==> src/rtl/ws2812_pkg.sv <==
// ws2812_pkg
// Shared types and timing helpers for the WS2812B strip driver.
//   state_t               : driver FSM states
//   WS2812_BITS_PER_PIXEL : colour bits sent per pixel (wire order G,R,B)
//   bit_cyc/t0h_cyc/t1h_cyc/reset_cyc : clock-cycle counts from clock frequency
package ws2812_pkg;

  typedef enum logic [1:0] {
    S_IDLE,
    S_DATA,
    S_GAP
  } state_t;

  localparam int WS2812_BITS_PER_PIXEL = 24;

  // 1.25 us bit period
  function automatic int bit_cyc(input int f);
    return f / 800_000;
  endfunction

  // 0.4 us high time for a 0 bit
  function automatic int t0h_cyc(input int f);
    return f / 2_500_000;
  endfunction

  // 0.8 us high time for a 1 bit
  function automatic int t1h_cyc(input int f);
    return f / 1_250_000;
  endfunction

  // latch gap; whole cycles per microsecond times the gap length
  function automatic int reset_cyc(input int f, input int us);
    return (f / 1_000_000) * us;
  endfunction

endpackage

==> src/rtl/ws2812_bit_tx.sv <==
// ws2812_bit_tx
// Emits one WS2812B bit: led_out high for the bit's high time, then low until
// the full bit period has elapsed.
//   clk, rst : clock, async active-high reset
//   start    : begin a bit on the next cycle (sampled with bit_val)
//   bit_val  : value of the bit to send
//   led_out  : registered serial line
//   done     : high on the last cycle of the bit; a start in that cycle
//              makes the next bit follow with no idle cycle
module ws2812_bit_tx #(
  parameter int BIT_CYC = 33,
  parameter int T0H_CYC = 10,
  parameter int T1H_CYC = 21,
  parameter int CNT_W   = 12
) (
  input  logic clk,
  input  logic rst,
  input  logic start,
  input  logic bit_val,
  output logic led_out,
  output logic done
);

  localparam logic [CNT_W-1:0] CNT_TOP = CNT_W'(BIT_CYC - 1);
  localparam logic [CNT_W-1:0] THR_0   = CNT_W'(BIT_CYC - T0H_CYC);
  localparam logic [CNT_W-1:0] THR_1   = CNT_W'(BIT_CYC - T1H_CYC);

  logic [CNT_W-1:0] cnt_q;
  logic [CNT_W-1:0] thr_q;
  logic [CNT_W-1:0] cnt_nxt;
  logic             active_q;

  assign cnt_nxt = cnt_q - CNT_W'(1);
  assign done    = active_q && (cnt_q == '0);

  // Remaining-cycles down-counter; the line stays high while the remaining
  // count is at or above BIT_CYC-THx, which gives exactly THx high cycles.
  always_ff @(posedge clk or posedge rst) begin
    if (rst) begin
      cnt_q    <= '0;
      thr_q    <= '0;
      active_q <= 1'b0;
      led_out  <= 1'b0;
    end else if (start) begin
      cnt_q    <= CNT_TOP;
      thr_q    <= bit_val ? THR_1 : THR_0;
      active_q <= 1'b1;
      led_out  <= 1'b1;
    end else if (active_q) begin
      if (cnt_q == '0) begin
        active_q <= 1'b0;
        led_out  <= 1'b0;
      end else begin
        cnt_q   <= cnt_nxt;
        led_out <= (cnt_nxt >= thr_q);
      end
    end
  end

endmodule

==> src/rtl/led_strip_driver_onoff.sv <==
// led_strip_driver_onoff
// Drives a WS2812B chain from an on/off vector: each pixel shows ON_COLOR for
// a 1 bit and OFF_COLOR for a 0 bit. Frames repeat back to back while ready.
//   clk, rst      : clock, async active-high reset
//   ready         : latch and send frames while high
//   data          : per-pixel on/off, data[0] nearest the driver
//   busy          : frame or latch gap in progress
//   frame_latched : one-cycle pulse in the cycle data is snapshotted
//   led_out       : serial line to the strip
//
// state  | meaning
// S_IDLE | line low, waiting for ready
// S_DATA | shifting the snapshotted frame out, pixel 0 first, MSB first
// S_GAP  | line low for the latch gap; also the state after reset
module led_strip_driver_onoff
  import ws2812_pkg::*;
#(
  parameter int          CLK_FREQ  = 27_000_000,
  parameter int          NUM_LEDS  = 8,
  parameter logic [23:0] ON_COLOR  = 24'h000f00,
  parameter logic [23:0] OFF_COLOR = 24'h000000,
  parameter int          RESET_US  = 80
) (
  input  logic                clk,
  input  logic                rst,
  input  logic                ready,
  input  logic [NUM_LEDS-1:0] data,
  output logic                busy,
  output logic                frame_latched,
  output logic                led_out
);

  localparam int BIT_CYC   = bit_cyc(CLK_FREQ);
  localparam int T0H_CYC   = t0h_cyc(CLK_FREQ);
  localparam int T1H_CYC   = t1h_cyc(CLK_FREQ);
  localparam int RESET_CYC = reset_cyc(CLK_FREQ, RESET_US);
  localparam int MAX_CYC   = (BIT_CYC > RESET_CYC) ? BIT_CYC : RESET_CYC;
  localparam int CNT_W     = $clog2(MAX_CYC + 1);
  localparam int PIX_W     = $clog2(NUM_LEDS) + 1;

  localparam logic [PIX_W-1:0] LAST_PIX = PIX_W'(NUM_LEDS - 1);
  localparam logic [4:0]       MSB_BIT  = 5'(WS2812_BITS_PER_PIXEL - 1);
  localparam logic [CNT_W-1:0] GAP_LAST = CNT_W'(RESET_CYC - 1);
  localparam logic [CNT_W-1:0] GAP_PRE  = CNT_W'(RESET_CYC - 2);

  if (T0H_CYC < 1 || T1H_CYC >= BIT_CYC) begin : g_bad_timing
    $error("led_strip_driver_onoff: CLK_FREQ gives unusable bit timing");
  end
  if (NUM_LEDS < 1 || NUM_LEDS > 256) begin : g_bad_leds
    $error("led_strip_driver_onoff: NUM_LEDS must be 1..256");
  end
  if (RESET_US < 50) begin : g_bad_gap
    $error("led_strip_driver_onoff: RESET_US must be at least 50");
  end

  state_t              state_q;
  logic [NUM_LEDS-1:0] frame_q;
  logic [PIX_W-1:0]    pix_q;
  logic [4:0]          bit_q;
  logic [CNT_W-1:0]    gap_q;
  logic                last_q;

  logic        latch_now;
  logic        pixel_on;
  logic [23:0] pixel_color;
  logic        bit_val;
  logic        tx_start;
  logic        tx_done;

  // The latch is taken one cycle early from the gap so that the registered
  // frame_latched pulse lands on the gap's final cycle.
  assign latch_now = ready && ((state_q == S_IDLE) ||
                               (state_q == S_GAP && gap_q == GAP_PRE));

  // pix_q/bit_q always point at the next bit to hand to the transmitter;
  // the first bit goes out from the latch cycle, the rest on each done.
  assign tx_start = (state_q == S_DATA) && (frame_latched || (tx_done && !last_q));
  assign busy     = !rst && (state_q != S_IDLE);

  always_comb begin
    pixel_on = 1'b0;
    for (int i = 0; i < NUM_LEDS; i++) begin
      if (pix_q == PIX_W'(i)) pixel_on = frame_q[i];
    end
    pixel_color = pixel_on ? ON_COLOR : OFF_COLOR;
    bit_val     = pixel_color[bit_q];
  end

  always_ff @(posedge clk or posedge rst) begin
    if (rst) begin
      state_q       <= S_GAP;
      frame_q       <= '0;
      pix_q         <= '0;
      bit_q         <= '0;
      gap_q         <= '0;
      last_q        <= 1'b0;
      frame_latched <= 1'b0;
    end else begin
      frame_latched <= 1'b0;
      if (latch_now) begin
        frame_q       <= data;
        frame_latched <= 1'b1;
        pix_q         <= '0;
        bit_q         <= MSB_BIT;
        gap_q         <= '0;
        last_q        <= 1'b0;
        state_q       <= S_DATA;
      end else begin
        case (state_q)
          S_GAP: begin
            if (gap_q == GAP_LAST) begin
              gap_q   <= '0;
              state_q <= S_IDLE;
            end else begin
              gap_q <= gap_q + CNT_W'(1);
            end
          end
          S_DATA: begin
            if (tx_start) begin
              if (pix_q == LAST_PIX && bit_q == '0) begin
                last_q <= 1'b1;
              end else if (bit_q == '0) begin
                bit_q <= MSB_BIT;
                pix_q <= pix_q + PIX_W'(1);
              end else begin
                bit_q <= bit_q - 5'd1;
              end
            end
            if (tx_done && last_q) begin
              last_q  <= 1'b0;
              gap_q   <= '0;
              state_q <= S_GAP;
            end
          end
          default: ;
        endcase
      end
    end
  end

  ws2812_bit_tx #(
    .BIT_CYC (BIT_CYC),
    .T0H_CYC (T0H_CYC),
    .T1H_CYC (T1H_CYC),
    .CNT_W   (CNT_W)
  ) u_bit_tx (
    .clk     (clk),
    .rst     (rst),
    .start   (tx_start),
    .bit_val (bit_val),
    .led_out (led_out),
    .done    (tx_done)
  );

endmodule

==> config.mk <==
export PLATFORM = sky130hd
export DESIGN_NAME = led_strip_driver_onoff
export DESIGN_NICKNAME = d
export VERILOG_FILES = /design/src/rtl/ws2812_pkg.sv /design/src/rtl/ws2812_bit_tx.sv /design/src/rtl/led_strip_driver_onoff.sv
export SDC_FILE = /design/constraint.sdc
export NUM_CORES = 1
export LEC_CHECK = 0
export BUFFER_PORTS_ARGS = -buffer_cell sky130_fd_sc_hd__buf_2
export CORE_MARGIN = 3
export CORE_UTILIZATION = 30
export CTS_CLUSTER_DIAMETER = 50
export CTS_CLUSTER_SIZE = 12
export DETAILED_ROUTE_END_ITERATION = 8
export GPL_ROUTABILITY_DRIVEN = 0
export PLACE_DENSITY_LB_ADDON = 0.25
export SLEW_MARGIN = 40
export SYNTH_ARGS = -nofsm -noshare
export SYNTH_HDL_FRONTEND = slang
export SYNTH_SLANG_ARGS = --single-unit
==> constraint.sdc <==
create_clock -name clk -period 2.65 [get_ports clk]
set_input_delay 0.1325 -clock clk [delete_from_list [all_inputs] [get_ports clk]]
set_output_delay 0.1325 -clock clk [all_outputs]
set_load 0.1 [all_outputs]
* Yosys cells after proc, flatten, opt, wreduce, memory -nomap -nowiden
Cells that the tools add are included.
** Storage, ports and cells
- Output and inout bits :: 3
- Bits in registers :: 59
- Word-level logic and storage cells :: 107
- Input port bits :: 11
** Cells by class
- Reductions and logical operators :: 30
- Add/subtract/negate cells :: 4
- Multiplexer cells :: 45
- Order comparisons :: 2
- Equal/unequal tests :: 15
** Operator list (count)
- $mux W12 :: 7
- $mux W5 :: 6
- $eq A12 B12 Y1 const B :: 2
- $pmux W12 S2 :: 1
- $mux W1 :: 21
- $mux W4 :: 5
- $eq A4 B3 Y1 const B :: 4
- $add A12 B1 Y12 const B :: 1
- $ge A12 B12 Y1 :: 1
- $logic_not A12 Y1 :: 1
- $sub A12 B1 Y12 const B :: 1
- $reduce_bool A2 Y1 :: 5
- $reduce_and A3 Y1 :: 3
- $reduce_bool A3 Y1 :: 3
- $eq A4 B2 Y1 const B :: 2
- $logic_and A1 B1 Y1 :: 8
- $lt A5 B6 Y1 const B :: 1
- $mux W2 :: 3
- $ne A3 B2 Y1 const B :: 2
- $bmux W1 S5 :: 1
- $logic_not A5 Y1 :: 1
- $sub A5 B1 Y5 const B :: 1
- $add A4 B1 Y4 const B :: 1
- $eq A4 B1 Y1 const B :: 1
- other kinds (10) :: 14

* Logic depth before layout (Yosys ltp)
- Depth in word-level cells :: 13
- Gate-level depth with buffers :: 10

* By module
From an unflattened synthesis, not the netlist that was laid out.
** Second synthesis, totals
- Cell total of the unflattened synthesis :: 323
- Area, all modules :: 3129.3 um^2
** Modules (own cells, without submodules)
- led_strip_driver_onoff :: cells an instance 197, times used 1, area each 1936.9 um^2
- ws2812_bit_tx :: cells an instance 126, times used 1, area each 1192.4 um^2

* Worst setup path before layout
OpenSTA, ideal clock, no wires.
- Path kind :: reg2reg
- Start :: register u_bit_tx.cnt_q[0]
- End :: register u_bit_tx.led_out
- Arrival :: 2.360 ns
- Period minus slack after synthesis :: 2.503 ns
- Path slack :: 0.147 ns
- Path buffers :: 0
- Cell stages (with the launch flop) :: 10
- Setup time :: 0.143 ns
- Cells stage by stage :: dfrtp_1 -> inv_1 -> ha_1 -> inv_1 -> or3_2 -> xnor2_1 -> ha_1 -> or4_1 -> nor4_1 -> o221ai_1
** Between the ends
- Cells in the longest elaborated chain, start to end :: 6
- Elaborated cells on any way between the ends :: 11
** Ends and longest elaborated chain
- start, declared :: RTL line ws2812_bit_tx.sv:28 : logic [CNT_W-1:0] cnt_q;
- start signal, assigned :: RTL line ws2812_bit_tx.sv:54 : cnt_q <= cnt_nxt;
- branches (longest 6 deep; another with $sub A12 B1 Y12)
- end signal, assigned :: RTL line ws2812_bit_tx.sv:55 : led_out <= (cnt_nxt >= thr_q);
- end, declared :: RTL line ws2812_bit_tx.sv:20 : output logic led_out,
Parallel ways; which one is timed is not known. The select of a mux whose other input is x is not followed.
A chain may end at the register's enable or synchronous reset.

* Worst setup path after layout
Same ends and word-level chain as after synthesis.

==> flow_summary.yaml <==
sta:
  min_period_over_period_pct: 93.7
  finalHoldViolations: 0
  fmax_ghz: 0.403
  finClkSkew_ns: 0.0131
  holdWs_ns: 0.0586
  min_period_ns: 2.48
  slew_headroom_pct: 55.3
  layout_setup_ws_ns: 0.168
  report.final.slew_viol_count: 0
  setup_viol: 0
  tightest_slew_ns: 0.661
cells_and_area:
  final_cell_mix: "49 x dfrtp_1, 29 x nor2_1, 23 x nand2_1, 19 x inv_1, 18 x nand3_1"
  stdcell_count: 456
  n_antenna_cell: 0
  final_common_cell: "dfrtp_1"
  layout.nets: 351
  area_growth_pct: 12.7
  drive_gt1_share_pct: 17.4
  design_area_um2: 3260
die:
  fp.dieW_um: 104
  die_area_um2: 10900
  initial_core_util_pct: 31.1
  die_y_um: 104
  io_pins: 14
  core_um2: 9330
  rows: 35
pwr:
  swShare_pct: 22.6
  p_leak_nw: 1.52
  ir_drop_mv: 0.164
  p_sw_w: 0.000282
  p_per_area_nw_per_um2: 381
  seq_power_share_pct: 61.5
  pwr-share-clk_pct: 35.4
  internal_power_w: 0.000963
  power.total_w: 0.00124
  p_comb_share_pct: 3.1
yosys:
  synth-edff-count: 0
  ys.warnings.count: 0
  synth_seq_cells: 50
  synth_ff_type: "dfrtp_1"
  synth_top_family_by_area: "simple AND/OR/NAND/NOR gates"
  yosysUniqueCellTypes: 60
  synth.net_count: 328
  yosysSeqAreaShare_pct: 43.2
  synth-compound-area-share_pct: 12.0
  synthAdderAreaFrac_pct: 6.05
  syn_inst: 303
  synth_xor_area_share_pct: 4.84
  synthMuxAreaShare_pct: 4.58
  syn_area_um2: 2900
  synthSimpleGateAreaFrac_pct: 24.8
  async_reset_ff_share_pct: 100
  avgSynthCellArea_um2: 9.56
setup_path:
  start_kind: "register"
  required_ns: 2.82
  crit_type: "register to register"
  critical_path_peak_fanout: 4
  crit_arrival_ns: 2.66
  endpoint_kind: "register"
global_routing:
  grt_pass1_wl_mm: 10.6
  met2_usage_pct: 17.8
  antenna_found_initial: 0
  met3_usage_pct: 2.05
  grt-ovfl-total: 0
  grt_max_degree: 28
  track_usage_pct: 11.6
  busiest_layer: "met2"
  gr-usage-met1_pct: 17.0
  grt_pass1_vias: 2174
clock_tree:
  clk_pin_slew_worst_paths_ns: 0.10
  cts_max_level: 2
  worstSkewPairLatency_ns: 0.31
  cts_buffer_depth: 2
  clockRootBuffer: "clkbuf_8"
  cts_made_buffers: 5
  cts_tree: "built"
  clock_sinks: 50
routing:
  postRouteAntennaNets: 0
  route.detailed.drc: 0
  wl_per_cell_um: 12.7
  wirelength_mm: 5.81
  drtIter0Drc: 104
  vias: 2191
  vias_per_cell: 4.80
  dr.pass1.iters: 4
place:
  dp_cells: 447
  place_ws_ns: 0.177
  post-dp-hpwl_mm: 4.22
  place_area_um2: 3160
  numPortBuffers: 13
hold_path:
  hp-class: "input pin to register"
run:
  maxCapViolCount: 0
status:
  status: "finished clean"
==> cells by family (layout without fill, tap and decap cells) <==
group	after synthesis	count (layout)
compound gates	50	50
xor+xnor	16	16
fa+ha+maj	14	14
buf+inv	30	54
flops	50	50
mux	11	11
simple gates	132	132
==> registers in the layout, summed over array words and instances (netlist names) <==
signal / flops
gap_q: 12
u_bit_tx.cnt_q: 12
frame_q: 8
bit_q: 5
pix_q: 4
u_bit_tx.thr_q: 3
state_q: 2
frame_latched: 1
last_q: 1
u_bit_tx.active_q: 1
u_bit_tx.led_out: 1
==> synth_stat cells, types with 3 or more instances <==
| library cell | n | area share (%) |
|---|---|---|
| nand2_1 | 23 | 3.0 |
| nor4_1 | 4 | 0.86 |
| inv_1 | 20 | 2.6 |
| o21ai_0 | 9 | 1.6 |
| and4_1 | 3 | 0.91 |
| and3_1 | 3 | 0.65 |
| nor3b_1 | 3 | 0.78 |
| nand3_1 | 18 | 3.1 |
| a31oi_1 | 5 | 1.1 |
| nand2b_1 | 5 | 1.1 |
| or3_1 | 7 | 1.5 |
| dfrtp_1 | 49 | 42 |
| ha_1 | 14 | 6.0 |
| a21oi_1 | 15 | 2.6 |
| mux2_2 | 8 | 3.1 |
| nand4_1 | 4 | 0.86 |
| clkbuf_1 | 5 | 0.65 |
| nor3_1 | 15 | 2.6 |
| xnor2_1 | 12 | 3.6 |
| xor2_1 | 4 | 1.2 |
| nor2_1 | 29 | 3.8 |
==> what timing repair did <==
| action | in CTS | in global routing |
|---|---|---|
| setup buffers | 0 | 0 |
| hold buffers | 1 | 0 |
| setup endpoints to repair | 0 | 1 |
| resized for setup | 0 | 1 |
| endpoints found under the hold margin | 24 | 0 |
==> power groups by stage <==
stage	Clock [W]	Combinational [W]	Sequential [W]
after floorplan	0	0.0000219	0.000780
after global placement	0	0.0000384	0.000781
after detailed placement	0	0.0000389	0.000781
after CTS	0.000469	0.0000401	0.000766
after global routing	0.000497	0.0000449	0.000766
final	0.000441	0.0000382	0.000766
==> stage by stage <==
| step | setup TNS (ns) | utilization, % |
|---|---|---|
| floorplan | 0 | - |
| global placement | 0 | 33.9 |
| detailed placement | 0 | 33.9 |
| CTS | 0 | 34.9 |
| global route | -0.0151 | 35.0 |
| finish | 0 | 35.0 |
==> layer usage <==
layer  vias up  part of all wire, %
met5         -                    0
met4         0                 0.91
met3         5                  1.9
met2        21                   44
met1      1037                   53
li1       1128                    -
==> layout make-up <==
| class | count | area, um2 |
|---|---|---|
| Clock buffer | 7 | 76.3 |
| Timing Repair Buffer | 26 | 165 |
| Tap cell | 129 | 161 |
| Multi-Input combinational cell | 223 | 1530 |
| Clock inverter | 1 | 7.51 |
| Inverter | 20 | 75.1 |
| Sequential cell | 50 | 1250 |
| Fill cell | 950 | 6060 |
==> critical path, cell delays in order (launching register included) <==
cell	delay [ns]
dfrtp_1	0.38
inv_1	0.11
ha_1	0.18
inv_1	0.08
or3_2	0.42
xnor2_1	0.14
ha_1	0.18
or4_1	0.48
nor4_2	0.25
o221ai_1	0.13
==> path summary, 6_finish.rpt <==
path                                    from                 to  slack (ns)  depth (start not counted)
max in group asynchronous                rst  u_bit_tx.cnt_q[7]        1.60                          4
hold reg to reg            u_bit_tx.thr_q[2]  u_bit_tx.thr_q[2]        0.46                          2
hold / removal                       data[2]         frame_q[2]        0.06                          2
setup / recovery           u_bit_tx.cnt_q[0]   u_bit_tx.led_out        0.17                          9
setup reg to reg           u_bit_tx.cnt_q[0]   u_bit_tx.led_out        0.17                          9
min in group asynchronous                rst           bit_q[0]        0.43                          3
(Power assumes the default switching activity.)
